===== config.mk =====
export PLATFORM = sky130hd
export DESIGN_NAME = mfi_ram_arb_flat
export DESIGN_NICKNAME = d
export VERILOG_FILES = /design/src/rtl/mfi_ram_arb_if.sv /design/src/rtl/mfi_ram_arb.sv /design/src/flat_wrapper.sv
export SDC_FILE = /design/constraint.sdc
export NUM_CORES = 1
export LEC_CHECK = 0
export BUFFER_PORTS_ARGS = -buffer_cell sky130_fd_sc_hd__buf_2
export CORE_MARGIN = 4
export CORE_UTILIZATION = 48
export CTS_CLUSTER_SIZE = 10
export DETAILED_ROUTE_END_ITERATION = 8
export PLACE_DENSITY = 0.75
export SYNTH_ARGS = -nofsm -noshare
export SYNTH_HDL_FRONTEND = slang
export SYNTH_SLANG_ARGS = --single-unit

===== constraint.sdc =====
create_clock -name clk -period 5.1 [get_ports clk]
set_clock_uncertainty 0.05 [all_clocks]
set_input_delay 0.51 -clock clk [delete_from_list [all_inputs] [get_ports clk]]
set_output_delay 0.51 -clock clk [all_outputs]
set_load 0.01 [all_outputs]

===== src/rtl/mfi_ram_arb_if.sv =====
// Port bundle for the MFi descriptor BRAM arbiter: stream request,
// byte stream, config access and the shared BRAM port.
interface mfi_ram_arb_if #(
  parameter int ADDR_W = 11,
  parameter int DATA_W = 8,
  parameter int LEN_W  = 12
);
  logic              req_valid;
  logic              req_ready;
  logic [ADDR_W-1:0] req_addr;
  logic [LEN_W-1:0]  req_len;
  logic              m_valid;
  logic              m_ready;
  logic [DATA_W-1:0] m_data;
  logic              m_last;
  logic              done;
  logic              cfg_req;
  logic              cfg_we;
  logic [ADDR_W-1:0] cfg_addr;
  logic [DATA_W-1:0] cfg_wdata;
  logic              cfg_ack;
  logic [DATA_W-1:0] cfg_rdata;
  logic              ram_ce;
  logic              ram_oce;
  logic              ram_wre;
  logic [ADDR_W-1:0] ram_ad;
  logic [DATA_W-1:0] ram_din;
  logic [DATA_W-1:0] ram_dout;

  modport slave (
    input  req_valid, req_addr, req_len,
    input  m_ready,
    input  cfg_req, cfg_we, cfg_addr, cfg_wdata,
    input  ram_dout,
    output req_ready, m_valid, m_data, m_last, done,
    output cfg_ack, cfg_rdata,
    output ram_ce, ram_oce, ram_wre, ram_ad, ram_din
  );

  modport master (
    output req_valid, req_addr, req_len,
    output m_ready,
    output cfg_req, cfg_we, cfg_addr, cfg_wdata,
    output ram_dout,
    input  req_ready, m_valid, m_data, m_last, done,
    input  cfg_ack, cfg_rdata,
    input  ram_ce, ram_oce, ram_wre, ram_ad, ram_din
  );
endinterface


===== src/rtl/mfi_ram_arb.sv =====
// Arbiter/controller sharing one BRAM port between a descriptor
// streamer and a byte-wide config port, with a 2-entry skid FIFO.
module mfi_ram_arb #(
  parameter int ADDR_W = 11,
  parameter int DATA_W = 8,
  parameter int LEN_W  = 12
) (
  input logic          clk,
  input logic          rst_n,
  mfi_ram_arb_if.slave bus
);

  typedef enum logic {IDLE, STREAM} state_t;

  state_t state, state_nx;

  logic [ADDR_W-1:0] addr;
  logic [LEN_W-1:0]  rem;
  logic [DATA_W-1:0] fifo_d [2];
  logic [1:0]        fifo_l;
  logic              wr_ptr, rd_ptr;
  logic [1:0]        count;
  logic              rd_fly, rd_fly_last;
  logic              cfg_rd_fly, ack, done_q;
  logic              last_grant;
  logic [DATA_W-1:0] rdata_q;

  logic              accept, s_elig, c_elig;
  logic              s_gnt, c_gnt;
  logic              head_v, head_l, hs;
  logic [DATA_W-1:0] head_d;
  logic              push, pop, fin;

  always_ff @(posedge clk or negedge rst_n) begin
    if (!rst_n) state <= IDLE;
    else        state <= state_nx;
  end

  always_comb begin
    state_nx = state;
    accept   = 1'b0;
    s_elig   = 1'b0;
    c_elig   = 1'b0;
    s_gnt    = 1'b0;
    c_gnt    = 1'b0;
    head_v   = 1'b0;
    head_l   = 1'b0;
    head_d   = '0;
    hs       = 1'b0;
    push     = 1'b0;
    pop      = 1'b0;
    fin      = 1'b0;

    accept = (state == IDLE) && bus.req_valid;
    s_elig = (state == STREAM) && (rem != '0) &&
             (({1'b0, count} + {2'b0, rd_fly}) < 3'd2);
    c_elig = rst_n && bus.cfg_req && !ack;
    // on contention the side that did not win last time goes first
    s_gnt  = s_elig && (!c_elig || last_grant);
    c_gnt  = c_elig && !s_gnt;

    // an empty FIFO lets the in-flight read bypass straight to the head
    head_v = (count != 2'd0) || rd_fly;
    if (count != 2'd0) begin
      head_d = fifo_d[rd_ptr];
      head_l = fifo_l[rd_ptr];
    end else if (rd_fly) begin
      head_d = bus.ram_dout;
      head_l = rd_fly_last;
    end
    hs   = head_v && bus.m_ready;
    pop  = hs && (count != 2'd0);
    push = rd_fly && !(hs && (count == 2'd0));
    fin  = hs && head_l;

    unique case (1'b1)
      state == IDLE:
        if (accept && (bus.req_len != '0)) state_nx = STREAM;
      state == STREAM:
        if (fin) state_nx = IDLE;
      default: state_nx = IDLE;
    endcase
  end

  always_ff @(posedge clk or negedge rst_n) begin
    if (!rst_n) begin
      addr        <= '0;
      rem         <= '0;
      fifo_d[0]   <= '0;
      fifo_d[1]   <= '0;
      fifo_l      <= '0;
      wr_ptr      <= 1'b0;
      rd_ptr      <= 1'b0;
      count       <= '0;
      rd_fly      <= 1'b0;
      rd_fly_last <= 1'b0;
      cfg_rd_fly  <= 1'b0;
      ack         <= 1'b0;
      done_q      <= 1'b0;
      last_grant  <= 1'b1;
      rdata_q     <= '0;
    end else begin
      if (accept) begin
        addr <= bus.req_addr;
        rem  <= bus.req_len;
      end else if (s_gnt) begin
        addr <= addr + 1'b1;
        rem  <= rem - 1'b1;
      end
      rd_fly      <= s_gnt;
      rd_fly_last <= s_gnt && (rem == LEN_W'(1));
      if (push) begin
        fifo_d[wr_ptr] <= bus.ram_dout;
        fifo_l[wr_ptr] <= rd_fly_last;
        wr_ptr         <= ~wr_ptr;
      end
      if (pop) rd_ptr <= ~rd_ptr;
      count      <= count + {1'b0, push} - {1'b0, pop};
      ack        <= c_gnt;
      cfg_rd_fly <= c_gnt && !bus.cfg_we;
      if (cfg_rd_fly) rdata_q <= bus.ram_dout;
      done_q <= (accept && (bus.req_len == '0)) || fin;
      if (s_gnt)      last_grant <= 1'b0;
      else if (c_gnt) last_grant <= 1'b1;
    end
  end

  assign bus.req_ready = (state == IDLE);
  assign bus.m_valid   = head_v;
  assign bus.m_data    = head_d;
  assign bus.m_last    = head_l;
  assign bus.done      = done_q;
  assign bus.cfg_ack   = ack;
  assign bus.cfg_rdata = cfg_rd_fly ? bus.ram_dout : rdata_q;
  assign bus.ram_ce    = s_gnt || c_gnt;
  assign bus.ram_oce   = 1'b1;
  assign bus.ram_wre   = c_gnt && bus.cfg_we;
  assign bus.ram_ad    = s_gnt ? addr :
                         (c_gnt ? bus.cfg_addr : '0);
  assign bus.ram_din   = (c_gnt && bus.cfg_we) ? bus.cfg_wdata : '0;

endmodule


===== src/flat_wrapper.sv =====
// flat-port wrapper written by rule: the top's interface ports become plain ports
module mfi_ram_arb_flat 
#(
  parameter int ADDR_W = 11,
  parameter int DATA_W = 8,
  parameter int LEN_W  = 12
)
  (clk, rst_n, bus_req_valid, bus_req_addr, bus_req_len, bus_m_ready, bus_cfg_req, bus_cfg_we, bus_cfg_addr, bus_cfg_wdata, bus_ram_dout, bus_req_ready, bus_m_valid, bus_m_data, bus_m_last, bus_done, bus_cfg_ack, bus_cfg_rdata, bus_ram_ce, bus_ram_oce, bus_ram_wre, bus_ram_ad, bus_ram_din);
  mfi_ram_arb_if #(.ADDR_W(ADDR_W), .DATA_W(DATA_W), .LEN_W(LEN_W)) bus_i ();
  input logic clk;
  input logic rst_n;
  input wire logic [$bits(bus_i.req_valid)-1:0] bus_req_valid;
  input wire logic [$bits(bus_i.req_addr)-1:0] bus_req_addr;
  input wire logic [$bits(bus_i.req_len)-1:0] bus_req_len;
  input wire logic [$bits(bus_i.m_ready)-1:0] bus_m_ready;
  input wire logic [$bits(bus_i.cfg_req)-1:0] bus_cfg_req;
  input wire logic [$bits(bus_i.cfg_we)-1:0] bus_cfg_we;
  input wire logic [$bits(bus_i.cfg_addr)-1:0] bus_cfg_addr;
  input wire logic [$bits(bus_i.cfg_wdata)-1:0] bus_cfg_wdata;
  input wire logic [$bits(bus_i.ram_dout)-1:0] bus_ram_dout;
  output wire logic [$bits(bus_i.req_ready)-1:0] bus_req_ready;
  output wire logic [$bits(bus_i.m_valid)-1:0] bus_m_valid;
  output wire logic [$bits(bus_i.m_data)-1:0] bus_m_data;
  output wire logic [$bits(bus_i.m_last)-1:0] bus_m_last;
  output wire logic [$bits(bus_i.done)-1:0] bus_done;
  output wire logic [$bits(bus_i.cfg_ack)-1:0] bus_cfg_ack;
  output wire logic [$bits(bus_i.cfg_rdata)-1:0] bus_cfg_rdata;
  output wire logic [$bits(bus_i.ram_ce)-1:0] bus_ram_ce;
  output wire logic [$bits(bus_i.ram_oce)-1:0] bus_ram_oce;
  output wire logic [$bits(bus_i.ram_wre)-1:0] bus_ram_wre;
  output wire logic [$bits(bus_i.ram_ad)-1:0] bus_ram_ad;
  output wire logic [$bits(bus_i.ram_din)-1:0] bus_ram_din;
  assign bus_i.req_valid = bus_req_valid;
  assign bus_i.req_addr = bus_req_addr;
  assign bus_i.req_len = bus_req_len;
  assign bus_i.m_ready = bus_m_ready;
  assign bus_i.cfg_req = bus_cfg_req;
  assign bus_i.cfg_we = bus_cfg_we;
  assign bus_i.cfg_addr = bus_cfg_addr;
  assign bus_i.cfg_wdata = bus_cfg_wdata;
  assign bus_i.ram_dout = bus_ram_dout;
  assign bus_req_ready = bus_i.req_ready;
  assign bus_m_valid = bus_i.m_valid;
  assign bus_m_data = bus_i.m_data;
  assign bus_m_last = bus_i.m_last;
  assign bus_done = bus_i.done;
  assign bus_cfg_ack = bus_i.cfg_ack;
  assign bus_cfg_rdata = bus_i.cfg_rdata;
  assign bus_ram_ce = bus_i.ram_ce;
  assign bus_ram_oce = bus_i.ram_oce;
  assign bus_ram_wre = bus_i.ram_wre;
  assign bus_ram_ad = bus_i.ram_ad;
  assign bus_ram_din = bus_i.ram_din;
  mfi_ram_arb #(.ADDR_W(ADDR_W), .DATA_W(DATA_W), .LEN_W(LEN_W)) u_core (.clk(clk), .rst_n(rst_n), .bus(bus_i));
endmodule

==> metrics.md, run 1 <==
| Metric | Value |
|---|---|
| Max Transition Viols Final | 0 |
| Antenna Nets Post-Route | 0 |
| Leakage | 1.98 nW |
| Synth cell count leaders | dfrtp_1 (59), nand2_1 (55), nand3_1 (37) |
| Critical path data arrival time | 2.39 ns |
| Utilization after layout | 59.3% |
| Tcrit/Tclk final | around 58% |
| Syn avg cell area | 9.76 um2 |
| Grt total ovfl | 0 |
| Hold WS | about 0.33 ns |
| Final Hold Viols | 0 |
| Filler cells | 587 |
| Area occupied by multi-input gates | ~1700 um2 |
| Status | finished, final reports clean |
| Ys async rst share | 100% |
| Cts-stage hold buffer count | 0 |
| Final GP Congestion | around 0.84 |
| EDFF count, synth | 0 |
| Most frequent cell after synthesis | dfrtp_1 |
| Ports | 99 |
| Synthesis-to-finish area growth | 20.7% |
| Vias in the first global route | about 2800 |
| Type of element launching the critical path | input port |
| N_diodes | 0 |
| Worst path required time | 4.54 ns |
| Die H | 91.4 um |
| Vias | between 2000 and 3000 |
| Synth top area share | 44.2% |
| Routed vias/inst | 5.43 |
| FF+latch count, synth | 60 |
| Tmin final | 2.95 ns |
| Row count | 30 |
| Worst Tran Pin Value | approximately 1.1 ns |
| Cts bufs inserted | 9 |
| Largest net degree at the start of global routing | 62 |
| DRC violations left | 0 |
| Worst hold path class | input port to async pin |
| Critical Path End Type | output pin |
| Mapped cell area | 3340 um2 |
| FMAX | 0.339 GHz |
| Fin Setup TNS | 0 ns |
| Final worst setup slack | ~2.2 ns |
| 1st-pass router iterations | 4 |
| Reg area | 1500 um2 |
| Max cap viols | 0 |
| First-pass GRT wire length | between 10 and 15 mm |
| IO buf count | 97 |
| CTS Root Buffer Type | clkbuf_8 |
| Clock Latency Late Sink | 0.34 ns |
| Yosys cell types | 53 |
| Drt initial violations | 124 |
| Synth Flop Type | dfrtp_1 |
| RSZ-0062 raised after global routing | false |
| PD cells | 568 nW/um2 |
| Area leader, netlist | dfrtp_1 |
| Post-CTS Setup Bufs | 0 |
| NumNets Final | 494 |
| Clock tree from TritonCTS | done |
| Area contributors post-synth | dfrtp_1 (44%), mux2_2 (8.8%), nand2_1 (6.2%), nand3_1 (5.5%), mux2i_1 (2.7%) |
| Htree depth | 3 |
| Maximum clock path buffer count | 2 |
| Initial antenna violation count | 0 |
| Cells after synthesis | 342 |
| WS Path Type | input port to output pin |
| Sink Count | 60 |
| Starting density of the core | 49.2% |
| VDD IR max | about 0.00028 V |
| Core footprint | 6790 um2 |
| Inst Count DP | 517 |
| Clk pin slew, worst setup/hold paths | 0.07 ns |
| # setup viols final | 0 |
| Gr usage total | 19.9% |
| Pre-CTS setup slack | roughly 2.1 ns |
| Seq/Total Area, Yosys | between 40 and 50% |
| Mean routed wirelength per cell | approximately 15 um |
| Overall routed net length | 8.06 mm |
| Die width | 91.4 um |
| Crit-path max FO | 61 |
| Final HPWL DP | 5.82 mm |
| Warnings, synthesis | 0 |
| Syn_nets | 404 |
| Slew HR | approximately 29% |
| Share of layout cells above drive strength 1 | 34.4% |
| PostCTS Resize Cnt | 0 |
| Final cell count without fillers | 532 |
| Die area | approximately 8400 um2 |
==> placed cells by master (no fill, tap or decap), types with 4 or more instances in the layout <==
| master | n |
|---|---|
| a21oi_1 | 4 |
| a22oi_1 | 6 |
| a32oi_1 | 10 |
| and3_1 | 9 |
| buf_2 | 97 |
| clkbuf_8 | 12 |
| dfrtp_1 | 59 |
| ha_1 | 6 |
| inv_1 | 10 |
| mux2_2 | 26 |
| mux2i_1 | 9 |
| nand2_1 | 55 |
| nand3_1 | 37 |
| nor2_1 | 16 |
| nor2b_1 | 5 |
| nor3_1 | 5 |
| nor4_1 | 5 |
| o21ai_0 | 15 |
| or3_1 | 6 |
==> cell type report <==
type,instances,area share [%]
multi-input combinational,251,41.6
sequential,60,37.3
timing repair buffer,99,12.4
clock buffer,12,4.10
tap,96,2.98
inverter,11,1.09
clock inverter,3,0.528
==> registers in the layout, indices dropped and copies added, names as in the netlist <==
signal              flops
u_core.last_grant       1
u_core.rd_ptr           1
u_core.cfg_rd_fly       1
u_core.rd_fly_last      1
u_core.fifo_l           2
u_core.bus.done         1
u_core.rdata_q          8
u_core.count            2
u_core.addr            11
u_core.bus.cfg_ack      1
u_core.rd_fly           1
u_core.rem             12
u_core.state            1
u_core.wr_ptr           1
u_core.fifo_d          16
==> power breakdown <==
part	internal, mW	switching, mW	leakage, nW	total (mW)
Sequential	0.683	0.206	0.734	0.889
Combinational	0.439	0.561	1.15	1.00
Clock	0.213	0.186	0.0945	0.399
Total	1.34	0.953	1.98	2.29
==> stage by stage <==
step	total power [mW]	instance area, um2
6_report	2.29	4030
5_1_grt	2.48	4030
4_1_cts	2.31	4030
3_5_place_dp	1.90	3840
3_3_place_gp	1.86	3840
2_1_floorplan	1.62	3340
==> worst paths after layout <==
path	end	start	cells past startpoint	slack, ns
max	bus_ram_din[3]	rst_n	6	2.15
min	u_core.rdata_q[1]	rst_n	2	0.33
max reg2reg	u_core.fifo_l[1]	u_core.count[0]	4	2.55
min reg2reg	u_core.wr_ptr	u_core.wr_ptr	1	0.44
max in group asynchronous	u_core.rem[2]	rst_n	2	4.17
min in group clk	u_core.addr[4]	bus_req_addr[4]	3	0.33
==> worst max-delay path, cell delays in order <==
cell and delay (ns):
buf_2 0.12, buf_4 0.61, nand3b_1 0.23, a31oi_1 0.53, and3_1 0.25, buf_2 0.13
==> metal layers <==
metal	GRT usage (%)	vias up	part of all wire, %	wire length (um)
met5	0	-	0	0
met4	5.03	0	0.92	74
li1	-	1408	-	-
met1	25.9	1380	44	3590
met3	6.38	8	6.2	498
met2	32.0	94	48	3900
==> kinds of logic after synthesis <==
group | synth area share (%)
simple gates | 22.5
flops | 45.0
compound gates | 12.6
mux | 11.5
buf+inv | 4.76
fa+ha+maj | 2.25
xor+xnor | 1.31
other cells | 0.112
Note: power is estimated with default switching activity, not from simulation.
==> inputs of run 2 (changes only) <==
--- a/config.mk
+++ b/config.mk
@@ -5,12 +5,13 @@
 export SDC_FILE = /design/constraint.sdc
 export NUM_CORES = 1
 export LEC_CHECK = 0
+export ABC_AREA = 1
 export BUFFER_PORTS_ARGS = -buffer_cell sky130_fd_sc_hd__buf_2
 export CORE_MARGIN = 4
 export CORE_UTILIZATION = 48
 export CTS_CLUSTER_SIZE = 10
 export DETAILED_ROUTE_END_ITERATION = 8
-export PLACE_DENSITY = 0.75
+export PLACE_DENSITY = 0.77
 export SYNTH_ARGS = -nofsm -noshare
 export SYNTH_HDL_FRONTEND = slang
 export SYNTH_SLANG_ARGS = --single-unit
==> constraint.sdc (replaced) <==
create_clock -name clk -period 2.7 [get_ports clk]
set_clock_uncertainty 0.05 [all_clocks]
set_input_delay 0.27 -clock clk [delete_from_list [all_inputs] [get_ports clk]]
set_output_delay 0.27 -clock clk [all_outputs]
set_load 0.01 [all_outputs]
==> run 2 against run 1 <==
  * Combinational power increased by 140%
  * Via count up 18%
  * Cell count rose by 28%
  * Area after synthesis up 7.1%
  * First-iteration DRC count rose by 25%
  * Power up 120%
  * Count of clock-buffer cells in the layout decreased by 3
  * Register-to-register slack lost 1.9 ns
  * Wire length grew 11%
  * Worst hold slack worse by 0.27 ns
  * Largest cell class unchanged
  * Highest routed layer unchanged
==> metrics.md, run 2 <==
| Metric | Value |
|---|---|
| Status | finished, final reports clean |
| Slew HR | 48.1% (+19 points) |
| Worst R2R Start | u_core.count[1] |
| Post-CTS Setup Bufs | 0 (unchanged) |
| Max reg flops | 16 (unchanged) |
| N_diodes | 0 (unchanged) |
| Tcrit/Tclk final | 86.8% |
| Die H | 94.3 um (+3.2%) |
| Drt initial violations | 155 (+25%) |
| Syn_nets | 546 (+35%) |
| VDD IR max | 0.000497 V (+80%) |
| Vias | 3398 (+18%) |
| Starting density of the core | 49.3% (+0.17 points) |
| Worst Tran Pin Value | 0.778 ns (-0.281 ns) |
| Final GP Congestion | 0.812 (-3.8%) |
| Critical path data arrival time | 2.02 ns (-0.37 ns) |
| Filler cells | 689 (+17%) |
| R2r setup slk | 0.64 ns (-1.91 ns) |
| Synth cell count leaders | nand2_1 (138), nor2_1 (67), dfrtp_1 (59) |
| 1st-pass router iterations | 4 (unchanged) |
| Final HPWL DP | 6.53 mm (+12%) |
| WS Path Type | flip-flop to output pin |
| Die area | 8900 um2 (+6.5%) |
| Cells after synthesis | 484 (+42%) |
| Utilization after layout | 59.6% (+0.25 points) |
| Tmin final | roughly 2.3 ns |
| Final cell count without fillers | 682 (+28%) |
| CTS Root Buffer Type | clkbuf_8 |
| Row count | 31 (+3.3%) |
| Hold WS | 0.0605 ns (-0.269 ns) |
| Synthesis-to-finish area growth | 20.8% (about the same) |
| PostCTS Resize Cnt | 0 (unchanged) |
| # setup viols final | 0 (unchanged) |
| Htree depth | 3 (unchanged) |
| Reg area | 1500 um2 (unchanged) |
| Grt total ovfl | 0 (unchanged) |
| PD cells | 1150 nW/um2 (+100%) |
| Area contributors post-synth | dfrtp_1 (41%), nand2_1 (14%), nor2_1 (7.0%), nand3_1 (6.6%), inv_1 (5.5%) |
| Max Transition Viols Final | 0 (unchanged) |
| Final Hold Viols | 0 (unchanged) |
| Area leader, netlist | dfrtp_1 |
| NumNets Final | 640 (+30%) |
| Most frequent cell after synthesis | nand2_1 |
| Synth top area share | 41.3% (-2.9 points) |
| Registers with the most flip-flops | u_core.fifo_d: 16 flops, u_core.rem: 12 flops, u_core.addr: 11 flops |
| DRC violations left | 0 (unchanged) |
| Share of layout cells above drive strength 1 | 25.9% (-8.5 points) |
| Gr usage total | 21.2% (+1.3 points) |
| Reg2Reg Depth | 6 (+2) |
| Overall routed net length | 8.96 mm (+11%) |
| Critical path's slowest cell | dfrtp_1 |
| Crit-path cells | inv_1 -> ha_1 -> inv_1 -> nor2_1 -> nand2_2 -> nand2_2 -> nor2_4 -> nand2_1 -> o21ai_2 -> buf_2 |
| Area occupied by multi-input gates | 1750 um2 (+4.3%) |
| Hold path depth | 2 |
| Worst Hold End | u_core.cfg_rd_fly |
| Mean routed wirelength per cell | 13.1 um (-13%) |
| CP delay by family, top | simple AND/OR/NAND/NOR gates |
| Critical Path End Type | output pin |
| Die width | 94.3 um (+3.2%) |
| Inst Count DP | 666 (+29%) |
| Type of element launching the critical path | flip-flop |
| First-pass GRT wire length | 15.1 mm (+12%) |
| Cts-stage hold buffer count | 0 (unchanged) |
| IO buf count | 97 (unchanged) |
| Placed cell areas | 4100 um2 (+6.6%) |
| Pre-CTS setup slack | 0.633 ns (-1.46 ns) |
| Worst hold start | bus_cfg_we |
| Largest Register | u_core.fifo_d |
| EDFF count, synth | 0 (unchanged) |
| Antenna Nets Post-Route | 0 (unchanged) |
| Worst Path Buf+Inv | 3 (unchanged) |
| Core footprint | 7250 um2 (+6.8%) |
| Ports | 99 (unchanged) |
| FMAX | 0.427 GHz |
| Clock tree from TritonCTS | done |
| Syn avg cell area | 7.39 um2 (-24%) |
| Most frequent cells in the layout | nand2_1 (138), buf_2 (97), nor2_1 (67) |
| Worst path required time | 2.38 ns (-2.16 ns) |
| Warnings, synthesis | 0 (unchanged) |
| Fin Setup TNS | 0 ns (unchanged) |
| Worst hold path class | input port to flip-flop |
| Clk pin slew, worst setup/hold paths | 0.07 ns (about the same) |
| Synth Flop Type | dfrtp_1 |
| Yosys cell types | 32 (-40%) |
| Mapped cell area | 3580 um2 (+7.1%) |
| Ys async rst share | 100% (unchanged) |
| Commonest non-fill, non-tap cell in the layout | nand2_1 |
| Final worst setup slack | 0.356 ns (-1.80 ns) |
| Routed vias/inst | 4.98 (-8.3%) |
| Crit path largest cell delay | 0.39 ns (-0.22 ns) |
| Leakage | 2.33 nW (+17%) |
| Clock Latency Late Sink | 0.33 ns (about the same) |
| FF+latch count, synth | 60 (unchanged) |
| Largest net degree at the start of global routing | 61 (-1.6%) |
| Vias in the first global route | 3394 (+21%) |
| Sink Count | 60 (unchanged) |
| Overall Power | 4.97 mW (+120%) |
| Seq/Total Area, Yosys | 42.0% (-3.0 points) |
| Design area | 4320 um2 (+7.2%) |
| Max cap viols | 0 (unchanged) |
| Maximum clock path buffer count | 2 (unchanged) |
| RSZ-0062 raised after global routing | false |
| Cts bufs inserted | 9 (unchanged) |
| RR Endpoint | u_core.fifo_d[11] |
| Crit-path max FO | 20 (-67%) |
| Initial antenna violation count | 0 (unchanged) |
[run 2: changes by cell type in the layout (fill, tap and decap cells not counted), sizes merged, moves of 10 or more]
| cell | previous run | this run |
|---|---|---|
| nand3 | 37 | 49 |
| nor2 | 16 | 73 |
| o21ai | 15 | 35 |
| nand2 | 56 | 144 |
| a32oi | 10 | 0 |
| inv | 11 | 55 |
| mux2 | 26 | 0 |
[run 2: worst max path at each step]
stage,from,end,slack [ns],depth (start not counted)
floorplan,u_core.count[1],u_core.count[1],0.96,7
global placement,u_core.count[1],u_core.fifo_d[11],0.67,6
finish,u_core.rem[0],bus_ram_ad[4],0.36,10
CTS,u_core.rem[0],bus_ram_ad[5],0.33,10
detailed placement,u_core.count[1],u_core.fifo_d[11],0.63,6
global route,u_core.rem[0],bus_ram_ad[3],0.09,10
[run 2: final cells by class]
cell class | count | area share, %
sequential | 60 | 34.8
tap | 99 | 2.87
inverter | 55 | 4.78
timing repair buffer | 101 | 11.9
multi-input combinational | 351 | 40.5
clock inverter | 7 | 2.29
clock buffer | 9 | 2.87
[run 2: cell families (layout without fill, tap and decap cells)]
kind of cell | after synthesis | count (layout) | share of synthesized area [%]
DFF | 60 | 60 | 42.0
other | 1 | 1 | 0.105
xor gates and xnor gates | 11 | 11 | 2.69
buffers and inverters | 73 | 172 | 9.06
and+or+nand+nor | 276 | 276 | 32.9
adders and majority gates | 6 | 6 | 2.10
AOI/OAI and AO/OA | 57 | 57 | 11.1
[run 2: metal layers]
| metal | vias to the layer above | wire [um] | part of all wire [%] | track usage, % |
|---|---|---|---|---|
| li1 | 1724 | - | - | - |
| met1 | 1583 | 3700 | 41 | 25.4 |
| met2 | 85 | 4740 | 53 | 37.0 |
| met3 | 6 | 426 | 4.8 | 5.93 |
| met4 | 0 | 91 | 1.0 | 6.50 |
| met5 | - | 0 | 0 | 0 |
[run 2: where the power goes]
| part | total [mW] | internal, mW | switching, mW | leakage (nW) |
|---|---|---|---|---|
| logic | 2.38 | 0.919 | 1.47 | 1.48 |
| clock network | 0.912 | 0.526 | 0.386 | 0.110 |
| registers | 1.68 | 1.31 | 0.364 | 0.733 |
| total | 4.97 | 2.76 | 2.22 | 2.33 |
==> inputs of run 3 (changes only) <==
--- a/config.mk
+++ b/config.mk
@@ -12,6 +12,7 @@
 export CTS_CLUSTER_SIZE = 10
 export DETAILED_ROUTE_END_ITERATION = 8
 export PLACE_DENSITY = 0.77
+export SETUP_SLACK_MARGIN = 0.4
 export SYNTH_ARGS = -nofsm -noshare
 export SYNTH_HDL_FRONTEND = slang
 export SYNTH_SLANG_ARGS = --single-unit
==> run 3 against run 2 <==
  * Sequential power about the same
  * Combinational power up 6%
  * Count of clock-buffer cells in the layout unchanged
==> metrics.md, run 3 (synthesis results as in run 2) <==
| Metric | Value |
|---|---|
| DRC violations left | 0 (unchanged) |
| Mean routed wirelength per cell | 13.5 um (+2.6%) |
| IO buf count | 97 (unchanged) |
| Commonest non-fill, non-tap cell in the layout | nand2_1 |
| Crit path largest cell delay | 0.45 ns (+0.06 ns) |
| Final cell count without fillers | 688 (+0.88%) |
| Worst path required time | 2.38 ns (about the same) |
| Reg area | 1500 um2 (unchanged) |
| FMAX | 0.464 GHz (+8.8%) |
| WS Path Type | flip-flop to output pin |
| # setup viols final | 0 (unchanged) |
| Overall routed net length | 9.28 mm (+3.5%) |
| Core footprint | 7250 um2 (unchanged) |
| NumNets Final | 646 (+0.94%) |
| Final worst setup slack | 0.545 ns (+0.189 ns) |
| Leakage | 2.36 nW (+1.2%) |
| Gr usage total | 21.5% (+0.32 points) |
| Inst Count DP | 666 (unchanged) |
| First-pass GRT wire length | 15.3 mm (+1.3%) |
| Row count | 31 (unchanged) |
| Initial antenna violation count | 0 (unchanged) |
| Utilization after layout | 61.0% (+1.4 points) |
| Largest Register | u_core.fifo_d |
| Final GP Congestion | 0.812 (unchanged) |
| Grt total ovfl | 0 (unchanged) |
| Hold WS | 0.0739 ns (+0.0134 ns) |
| Cts bufs inserted | 9 (unchanged) |
| Filler cells | 671 (-2.6%) |
| Drt initial violations | 190 (+23%) |
| Starting density of the core | 49.3% (unchanged) |
| Antenna Nets Post-Route | 0 (unchanged) |
| Maximum clock path buffer count | 2 (unchanged) |
| Die area | 8900 um2 (unchanged) |
| Synthesis-to-finish area growth | 23.7% |
| Type of element launching the critical path | flip-flop |
| Largest net degree at the start of global routing | 61 (unchanged) |
| Clock tree from TritonCTS | done |
| Critical path's slowest cell | dfrtp_1 |
| Ports | 99 (unchanged) |
| Vias in the first global route | 3407 (+0.38%) |
| N_diodes | 0 (unchanged) |
| PD cells | 1160 nW/um2 (+0.95%) |
| Critical Path End Type | output pin |
| Share of layout cells above drive strength 1 | 27.7% (+1.8 points) |
| Max reg flops | 16 (unchanged) |
| Registers with the most flip-flops | u_core.fifo_d: 16 flops, u_core.rem: 12 flops, u_core.addr: 11 flops |
| Sink Count | 60 (unchanged) |
| Final HPWL DP | 6.53 mm (unchanged) |
| Tmin final | 2.16 ns (-0.189 ns) |
| Max cap viols | 0 (unchanged) |
| Die width | 94.3 um (unchanged) |
| Vias | 3472 (+2.2%) |
| 1st-pass router iterations | 4 (unchanged) |
| Routed vias/inst | 5.05 (+1.3%) |
| CP most frequent cell | nor2_2 |
| Clock Latency Late Sink | 0.34 ns (about the same) |
| Critical path data arrival time | 1.84 ns (-0.18 ns) |
| Htree depth | 3 (unchanged) |
| Crit-path max FO | 13 (-35%) |
| RSZ-0062 raised after global routing | false |
| Tcrit/Tclk final | 79.8% (-7.0 points) |
| Crit-path cells | nor2_2 -> inv_1 -> nor2_2 -> nand2_2 -> nand3_4 -> nand2_8 -> o21ai_0 -> buf_2 |
| Die H | 94.3 um (unchanged) |
| Worst Tran Pin Value | 0.775 ns (-0.00316 ns) |
| Pre-CTS setup slack | 0.633 ns (unchanged) |
| Worst Path Buf+Inv | 2 (-1) |
| Area occupied by multi-input gates | 1820 um2 (+3.9%) |
| CTS Root Buffer Type | clkbuf_8 |
| VDD IR max | 0.000493 V (-0.94%) |
| Max Transition Viols Final | 0 (unchanged) |
| Clk pin slew, worst setup/hold paths | 0.07 ns (about the same) |
| Worst hold path class | input port to flip-flop |
| CP delay by family, top | simple AND/OR/NAND/NOR gates |
| Status | finished, final reports clean |
| Slew HR | 48.3% (+0.21 points) |
| Most frequent cells in the layout | nand2_1 (138), buf_2 (97), nor2_1 (65) |
| Fin Setup TNS | 0 ns (unchanged) |
| Final Hold Viols | 0 (unchanged) |
| Cts-stage hold buffer count | 0 (unchanged) |
[run 3: final timing paths]
| path | from | to | slack [ns] | cells past startpoint |
|---|---|---|---|---|
| max | u_core.rem[2] | bus_ram_ad[10] | 0.54 | 8 |
| min | bus_cfg_we | u_core.cfg_rd_fly | 0.07 | 2 |
| max reg2reg | u_core.rem[2] | u_core.addr[10] | 0.76 | 9 |
| min reg2reg | u_core.fifo_d[13] | u_core.fifo_d[13] | 0.43 | 2 |
| max in group asynchronous | rst_n | u_core.addr[5] | 1.98 | 2 |
| min in group asynchronous | rst_n | u_core.fifo_d[7] | 0.11 | 2 |
[run 3: per-layer routing]
metal  vias to the layer above  part of all wire, %  global-route usage [%]
met2                        95                   53                    36.6
met3                        14                  5.3                    5.85
met4                         0                  1.5                    6.98
li1                       1733                    -                       -
met5                         -                    0                       0
met1                      1630                   41                    26.6
[run 3: report_power, final]
| group | leakage, nW | internal [mW] | switching [mW] |
|---|---|---|---|
| clock | 0.110 | 0.526 | 0.389 |
| sequential | 0.733 | 1.31 | 0.387 |
| combinational | 1.51 | 0.980 | 1.54 |
| total | 2.36 | 2.82 | 2.32 |
[run 3: repair_timing]
item,in CTS,in global routing
gates cloned,1,1
gates resized for setup,3,14
pin swaps,1,3
setup endpoints to repair,12,21
setup buffers,0,4
[run 3: through the flow]
stage | total power [mW] | area [um2]
5_1_grt | 5.57 | 4420
2_1_floorplan | 3.39 | 3580
4_1_cts | 5.05 | 4340
6_report | 5.14 | 4420
3_5_place_dp | 4.08 | 4100
3_3_place_gp | 3.98 | 4100
[run 3: cell type report]
class                   instances  area share, %
well taps                      99           2.80
multi-input cells             353           41.1
repair buffers                105           12.3
clock inverters                 7           2.23
clock buffers                   9           2.80
flip-flops and latches         60           34.0
inverters                      55           4.75
[run 3: worst register-to-register path, cell delays in order (launching register included)]
cell	delay, ns
dfrtp_1	0.45
nor2_2	0.18
inv_1	0.07
nor2_2	0.14
nand2_2	0.12
nand3_4	0.13
buf_4	0.30
nand2_2	0.22
nand2_1	0.12
nand2_1	0.05
